<file path="config.mk">
export PLATFORM = sky130hd
export DESIGN_NAME = stopwatch_ctrl
export DESIGN_NICKNAME = d
export VERILOG_FILES = /design/src/rtl/stopwatch_pkg.sv /design/src/rtl/stopwatch_ctrl_btn_cond.sv /design/src/rtl/stopwatch_ctrl.sv
export SDC_FILE = /design/constraint.sdc
export NUM_CORES = 1
export LEC_CHECK = 0
export CAP_MARGIN = 20
export CORE_MARGIN = 2
export CORE_UTILIZATION = 30
export CTS_CLUSTER_SIZE = 12
export DETAILED_ROUTE_END_ITERATION = 10
export SETUP_SLACK_MARGIN = 0.15
export SYNTH_ARGS = -nofsm -noshare
export SYNTH_HDL_FRONTEND = slang
export SYNTH_HIERARCHICAL = 1
export SYNTH_SLANG_ARGS = --single-unit
</file>
<file path="constraint.sdc">
create_clock -name clk_50MHz -period 2.75 [get_ports clk_50MHz]
set_input_delay 0.55 -clock clk_50MHz [delete_from_list [all_inputs] [get_ports clk_50MHz]]
set_output_delay 0.55 -clock clk_50MHz [all_outputs]
set_load 0.1 [all_outputs]
</file>
<file path="src/rtl/stopwatch_pkg.sv">
// Shared definitions for the stopwatch controller: FSM encoding and BCD digit constants.
package stopwatch_pkg;

    typedef enum logic [1:0] {
        ST_IDLE  = 2'd0,
        ST_RUN   = 2'd1,
        ST_PAUSE = 2'd2,
        ST_LAP   = 2'd3
    } state_t;

    localparam int             BCD_W   = 4;
    localparam logic [BCD_W-1:0] BCD_MAX = 4'd9;

endpackage

</file>
<file path="src/rtl/stopwatch_ctrl_btn_cond.sv">
// Button conditioner: 2-flop synchronizer, optional debounce, rising-edge press pulse.
// Debounce stage is present only when STOPWATCH_DEBOUNCE_EN is defined.
module btn_cond
`ifdef STOPWATCH_DEBOUNCE_EN
#(
    parameter int DB_CYCLES = 500000
)
`endif
(
    input  logic clk,
    input  logic clr,
    input  logic raw,
    output logic press
);

    logic sync1;
    logic sync2;
    logic level;
    logic level_d;

    always_ff @(posedge clk or posedge clr) begin
        if (clr) begin
            sync1   <= 1'b0;
            sync2   <= 1'b0;
            level_d <= 1'b0;
        end else begin
            sync1   <= raw;
            sync2   <= sync1;
            level_d <= level;
        end
    end

`ifdef STOPWATCH_DEBOUNCE_EN
    localparam int CW = (DB_CYCLES > 1) ? $clog2(DB_CYCLES) : 1;
    localparam logic [CW-1:0] DB_LAST = CW'(DB_CYCLES - 1);

    logic [CW-1:0] db_cnt;

    // Accepted level flips only after DB_CYCLES consecutive samples that disagree with it.
    always_ff @(posedge clk or posedge clr) begin
        if (clr) begin
            level  <= 1'b0;
            db_cnt <= '0;
        end else if (sync2 == level) begin
            db_cnt <= '0;
        end else if (db_cnt == DB_LAST) begin
            level  <= sync2;
            db_cnt <= '0;
        end else begin
            db_cnt <= db_cnt + 1'b1;
        end
    end
`else
    assign level = sync2;
`endif

    assign press = level & ~level_d;

endmodule

</file>
<file path="src/rtl/stopwatch_ctrl.sv">
// Stopwatch run/pause/lap/reset controller with 1 Hz prescaler and 00-99 BCD seconds count.
// Optional button debounce is enabled by defining STOPWATCH_DEBOUNCE_EN.
module stopwatch_ctrl
    import stopwatch_pkg::*;
#(
    parameter int TICK_DIV  = 50000000,
    parameter int DB_CYCLES = 500000
) (
    input  logic             clk_50MHz,
    input  logic             clr,
    input  logic             btn_ss,
    input  logic             btn_lr,
    output logic             run,
    output logic             lap,
    output logic [BCD_W-1:0] disp_tens,
    output logic [BCD_W-1:0] disp_ones,
    output logic             tick,
    output logic             cn
);

    localparam int PW = (TICK_DIV > 1) ? $clog2(TICK_DIV) : 1;
    localparam logic [PW-1:0] PRESC_LAST = PW'(TICK_DIV - 1);

    if (TICK_DIV < 1 || DB_CYCLES < 1) begin : g_param_check
        $error("stopwatch_ctrl: TICK_DIV and DB_CYCLES must be at least 1");
    end

    state_t           state;
    state_t           state_nxt;
    logic             ss_p;
    logic             lr_p;
    logic             capture;
    logic             clear_cnt;
    logic             counting;
    logic             step;
    logic [PW-1:0]    presc;
    logic [BCD_W-1:0] cnt_tens;
    logic [BCD_W-1:0] cnt_ones;
    logic [BCD_W-1:0] lap_tens;
    logic [BCD_W-1:0] lap_ones;

`ifdef STOPWATCH_DEBOUNCE_EN
    btn_cond #(.DB_CYCLES(DB_CYCLES)) u_cond_ss (.clk(clk_50MHz), .clr(clr), .raw(btn_ss), .press(ss_p));
    btn_cond #(.DB_CYCLES(DB_CYCLES)) u_cond_lr (.clk(clk_50MHz), .clr(clr), .raw(btn_lr), .press(lr_p));
`else
    btn_cond u_cond_ss (.clk(clk_50MHz), .clr(clr), .raw(btn_ss), .press(ss_p));
    btn_cond u_cond_lr (.clk(clk_50MHz), .clr(clr), .raw(btn_lr), .press(lr_p));
`endif

    // Start/stop has priority: a simultaneous lap/reset press is dropped.
    always_comb begin
        state_nxt = state;
        capture   = 1'b0;
        clear_cnt = 1'b0;
        case (state)
            ST_IDLE: begin
                if (ss_p) state_nxt = ST_RUN;
            end
            ST_RUN: begin
                if (ss_p) begin
                    state_nxt = ST_PAUSE;
                end else if (lr_p) begin
                    state_nxt = ST_LAP;
                    capture   = 1'b1;
                end
            end
            ST_LAP: begin
                if (ss_p)      state_nxt = ST_PAUSE;
                else if (lr_p) state_nxt = ST_RUN;
            end
            ST_PAUSE: begin
                if (ss_p) begin
                    state_nxt = ST_RUN;
                end else if (lr_p) begin
                    state_nxt = ST_IDLE;
                    clear_cnt = 1'b1;
                end
            end
            default: state_nxt = ST_IDLE;
        endcase
    end

    assign counting = (state == ST_RUN) || (state == ST_LAP);
    assign step     = counting && (presc == PRESC_LAST);

    always_ff @(posedge clk_50MHz or posedge clr) begin
        if (clr) begin
            state <= ST_IDLE;
            presc <= '0;
            tick  <= 1'b0;
            cn    <= 1'b0;
        end else begin
            state <= state_nxt;
            tick  <= step;
            cn    <= step && (cnt_tens == BCD_MAX) && (cnt_ones == BCD_MAX);
            if (state == ST_IDLE || clear_cnt) begin
                presc <= '0;
            end else if (counting) begin
                presc <= step ? '0 : presc + 1'b1;
            end
        end
    end

    // Two-digit BCD count; the lap latch samples the pre-increment value.
    always_ff @(posedge clk_50MHz or posedge clr) begin
        if (clr) begin
            cnt_tens <= '0;
            cnt_ones <= '0;
            lap_tens <= '0;
            lap_ones <= '0;
        end else begin
            if (clear_cnt) begin
                cnt_tens <= '0;
                cnt_ones <= '0;
            end else if (step) begin
                if (cnt_ones == BCD_MAX) begin
                    cnt_ones <= '0;
                    cnt_tens <= (cnt_tens == BCD_MAX) ? '0 : cnt_tens + 1'b1;
                end else begin
                    cnt_ones <= cnt_ones + 1'b1;
                end
            end
            if (capture) begin
                lap_tens <= cnt_tens;
                lap_ones <= cnt_ones;
            end
        end
    end

    assign run       = counting;
    assign lap       = (state == ST_LAP);
    assign disp_tens = lap ? lap_tens : cnt_tens;
    assign disp_ones = lap ? lap_ones : cnt_ones;

endmodule

</file>
### Yosys cells after proc, flatten, opt, wreduce, memory -nomap -nowiden

Index checks and enable logic that the tools add are counted.

* output and inout bits: 12
* word-level logic and storage cells: 66
* register bits after elaboration: 52
* input bits: 4

* equal/unequal tests: 10
* $add $sub $neg: 3
* mux-type cells: 24
* reduce and logical (&&, ||, !) cells: 11
* bitwise logic cells: 4

Operators by type and width (number)
* 2-to-1 mux 26 bit: 3
* 2-to-1 mux 4 bit: 9
* adder 26 x 1 -> 26 bit (second input constant): 1
* == test 26 bit (second input constant): 1
* 2-to-1 mux 2 bit: 7
* adder 4 x 1 -> 4 bit (second input constant): 2
* == test 4 bit (second input constant): 2
* one-hot mux 2 bit (4 select lines): 1
* inequality test 3 bit (second input constant): 2
* nonzero test 2 bit: 3
* == test 2 bit (second input constant): 2
* 2-to-1 mux 1 bit: 4
* AND reduction 4 bit: 1
* logical AND 1 bit: 3
* inequality test 3 x 1 -> 1 bit (second input constant): 1
* AND 1 bit: 2
* == test 2 x 1 -> 1 bit (second input constant): 1
* zero test 2 bit: 1
* logical OR 1 bit: 2
* inequality test 2 bit (second input constant): 1
* inverter 1 bit: 2
* AND reduction 2 bit: 1

### Depth between registers and ports, before layout

* depth after elaboration: 7
* depth in mapped cells: 8
* gate-level depth less buffers: 7

### By module

Netlist, hierarchy kept.

Modules (own cells, without submodules)
* stopwatch_ctrl: seq. area each 1151.1 um^2, instances 1, area each 2543.7 um^2, cells each 274
* btn_cond: seq. area each 75.1 um^2, instances 2, area each 92.6 um^2, cells each 5

### Least setup slack after synthesis

No wires, ideal clock.

* path type: register -> output
* from: register state[0]
* to: output disp_ones[1]
* path slack: -1.206 ns
* data arrival time: 3.406 ns
* required time: 2.200 ns
* buffers on the path: 1
* cell stages (with the launch flop): 5
* cell sequence: dfrtp_1 buf_6 nand2_1 inv_1 o21ai_0

* cells in the longest elaborated chain, start to end: 2

RTL lines
* start, declared: line stopwatch_ctrl.sv:28 `state_t state;`
* start signal, assigned: line stopwatch_ctrl.sv:93 `state <= state_nxt;`
* == test 2 bit: line stopwatch_ctrl.sv:131 `assign lap = (state == ST_LAP);`
* via lap: line stopwatch_ctrl.sv:14 `output logic lap,`
* 2-to-1 mux 4 bit: line stopwatch_ctrl.sv:133 `assign disp_ones = lap ? lap_ones : cnt_ones;`
* end, declared: line stopwatch_ctrl.sv:16 `output logic [BCD_W-1:0] disp_ones,`

The timed path passes the listed nets, and every way through them passes these cells.

### Worst setup path after layout

* from: register presc[7]
* to: register cnt_tens[0]

* cells in the longest elaborated chain, start to end: 4

RTL lines
* start, declared: line stopwatch_ctrl.sv:36 `logic [PW-1:0] presc;`
* start signal, assigned: line stopwatch_ctrl.sv:99 `presc <= step ? '0 : presc + 1'b1;`
* == test 26 bit: line stopwatch_ctrl.sv:84 `assign step = counting && (presc == PRESC_LAST);`
* logical AND 1 bit: line stopwatch_ctrl.sv:84
* nonzero test 2 bit (no line)
* AND reduction 2 bit (no line)
* end signal, assigned: line stopwatch_ctrl.sv:118 `cnt_tens <= (cnt_tens == BCD_MAX) ? '0 : cnt_tens + 1'b1;`
* end, declared: line stopwatch_ctrl.sv:37 `logic [BCD_W-1:0] cnt_tens;`

No other way between the ends.
A chain may end at the register's enable or synchronous reset.

==> summary.txt <==
Outcome
  – Run status: finished clean

Routing
  – Drt total wl: 5890 um
  – Routed WL per cell: 14.3 um
  – Pre-antenna DRT Iters: 4
  – Drt first-iter violations: 148
  – Total number of vias: 2,158
  – Via density: 5.24
  – Routed Antenna Nets: 0
  – # DRC: 0

Floorplanning
  – Core box area: 0.00876 mm2
  – Initial core utilization: 31.1%
  – Die height: 99.4 um
  – Die ar.: 0.00988 mm2
  – # IOs: 16
  – Die X: 99.4 um
  – # rows: 34

Power and ir drop
  – Max IR drop VDD: 0.000221 V
  – Seq pwr share: 45.3%
  – Sw Share: 37.8%
  – Logic pwr share: 30.3%
  – PwrDens: 590 mW/mm2
  – P_leak: 1.36 nW
  – Pint: 1.17 mW
  – P_sw: 711 uW
  – Clk pwr share: 24.3%

Setup path
  – CP Max Fanout: 15
  – CP arrival: 2.63 ns
  – Worst EP required: 2.98 ns
  – Crit end category: flop
  – Startpoint Class: flop
  – Reg-to-reg slack, setup: 0.35 ns
  – Reg2Reg Depth: 5
  – CP Class: reg2reg

Synthesis
  – Synthesized flop and latch total: 52
  – Seq/Total Area, Yosys: 47.7%
  – Syn. warnings: 6
  – Synth Net Count: 294
  – Ranking of synthesized cells by area: dfrtp_1 (48%), mux2_2 (5.8%), a21oi_1 (4.6%)
  – Post-synth top area share: 47.7%
  – Synthesized area: 0.00273 mm2
  – Synth unique cells: 45
  – Cells after synthesis: 284
  – Syn_area_per_cell: 9.61 um2
  – Yosys top cell by area: dfrtp_1

CTS
  – Number of setup buffers added after CTS: 0
  – Clk pin slew, worst setup/hold paths: 0.10 ns
  – Hold Buf Count CTS: 0
  – Post-cts resize count: 0
  – Root Buffer: clkbuf_8
  – H-tree depth: 2
  – Clk_lat worst skew: 0.31 ns
  – Longest Clk Path Bufs: 2
  – CTS buffer count: 5
  – CTS tree: done
  – Sink Count: 52

GRT
  – Global Route Usage Sum: 12.5%
  – Vias in the first global route: 2,008
  – Global-route wire length before repair: 10,100 um
  – Initial antenna violation count: 0
  – Total gr overflow: 0
  – Largest net degree at the start of global routing: 38

STA
  – Final setup vio count: 0
  – Crit path time final: 2.40 ns
  – Hold_ws: 0.367 ns
  – Highest clock rate: 417 MHz
  – Setup TNS: 0 ns
  – Unrepaired setup endpoints after global routing: no
  – Setup Skew: 0.0134 ns
  – Final hold viol count: 0
  – Final Max Tran Viols: 0
  – Worst-margin pin slew: 0.697 ns
  – Period Utilization, post-route: 87.1%
  – Headroom to the max-slew limit: 53.4%

Final layout
  – Fin nets: 313
  – Layout cells sized above 1: 19.4%
  – Most frequent cells in the layout: dfrtp_1 (52), nand2_1 (27), a21oi_1 (25)
  – Most common cell after layout, fill and taps aside: dfrtp_1
  – P&R area growth vs syn: 16.8%
  – Ant. Diodes: 0

Placed design
  – Number of port buffers: 15
  – Hpwl dp: 4270 um
  – Global placer's final weighted congestion: 0.900

Run
  – # Max-Cap Violations: 0

Hold path
  – Hold Path Class: reg2reg
  – Hold depth: 0
-- synthesized netlist by cell type (all sizes together) --
cell type,count
a211o,1
a21o,2
a21oi,25
a22o,1
a31oi,15
a41oi,2
and2,1
and2b,2
and3,4
and4,4
buf,3
clkbuf,8
dfrtp,52
ha,6
inv,16
mux2,14
mux2i,2
nand2,27
nand2b,3
nand3,15
nand4,7
nor2,13
nor2b,2
nor3,6
nor4,4
nor4b,1
o21ai,21
o2bb2ai,1
o31a,2
o31ai,4
or2,3
or2b,1
or3,7
or4,7
xor2,2
-- kinds of logic after synthesis --
group / synth area share [%]
compound gates: 15.9
xor+xnor: 0.642
fa+ha+maj: 2.75
buf+inv: 4.31
flops: 47.7
mux: 6.51
simple gates: 22.2
-- metrics by stage --
step / cell area, um2 / util, % / cells / power [mW] / worst slack [ns]
floorplan: 2740 / - / 284 / 1.31 / 0.0664
global placement: 3090 / 35.3 / 404 / 1.43 / 0.496
detailed placement: 3090 / 35.3 / 404 / 1.44 / 0.395
CTS: 3190 / 36.4 / 412 / 1.90 / 0.361
global route: 3190 / 36.4 / 412 / 1.99 / 0.225
finish: 3190 / 36.4 / 412 / 1.88 / 0.354
-- power groups by stage --
stage               Clock, mW  Combinational (mW)  Sequential [mW]
floorplan                   0               0.450            0.856
global placement            0               0.562            0.869
detailed placement          0               0.573            0.868
CTS                     0.475               0.574            0.853
global route            0.501               0.627            0.860
finish                  0.458               0.571            0.853
-- sequential cells by signal, summed over array words and instances, names as in the netlist --
register           flops
lap_tens               4
cn                     1
tick                   1
lap_ones               4
u_cond_ss/sync1        1
cnt_tens               4
presc                 26
u_cond_lr/level_d      1
cnt_ones               4
state                  2
u_cond_lr/level        1
u_cond_ss/level        1
u_cond_ss/level_d      1
u_cond_lr/sync1        1
-- routing by layer --
layer,up-vias,track usage (%),routed length [um]
met2,43,20.2,2800
met1,1035,16.7,2770
met3,7,2.81,225
met4,0,3.90,94
li1,1073,-,-
met5,-,0,0
-- worst max-delay path, cell delays in order (launching register included) --
cell     delay, ns
dfrtp_1       0.44
nor4b_2       0.32
nand4_2       0.17
or4_4         0.66
or4_1         0.55
a21oi_1       0.17
-- worst paths after layout --
check                                               start                   endpoint
worst min register to register  u_cond_lr/sync1$_DFF_PP0_  u_cond_lr/level$_DFF_PP0_
max in group asynchronous                             clr      presc[15]$_DFFE_PP0P_
worst max-delay path                 presc[7]$_DFFE_PP0P_    cnt_tens[0]$_DFFE_PP0P_
min in group asynchronous                             clr  u_cond_ss/level$_DFF_PP0_
worst min-delay path            u_cond_lr/sync1$_DFF_PP0_  u_cond_lr/level$_DFF_PP0_
worst max register to register       presc[7]$_DFFE_PP0P_    cnt_tens[0]$_DFFE_PP0P_
-- cell type report --
type / instances / area (um2)
Clock buffer: 7 / 86.3
Clock inverter: 1 / 7.51
Fill cell: 899 / 5580
Inverter: 16 / 60.1
Multi-Input combinational cell: 205 / 1320
Sequential cell: 52 / 1300
Tap cell: 108 / 135
Timing Repair Buffer: 23 / 280
Power figures use the tool's default switching activity.
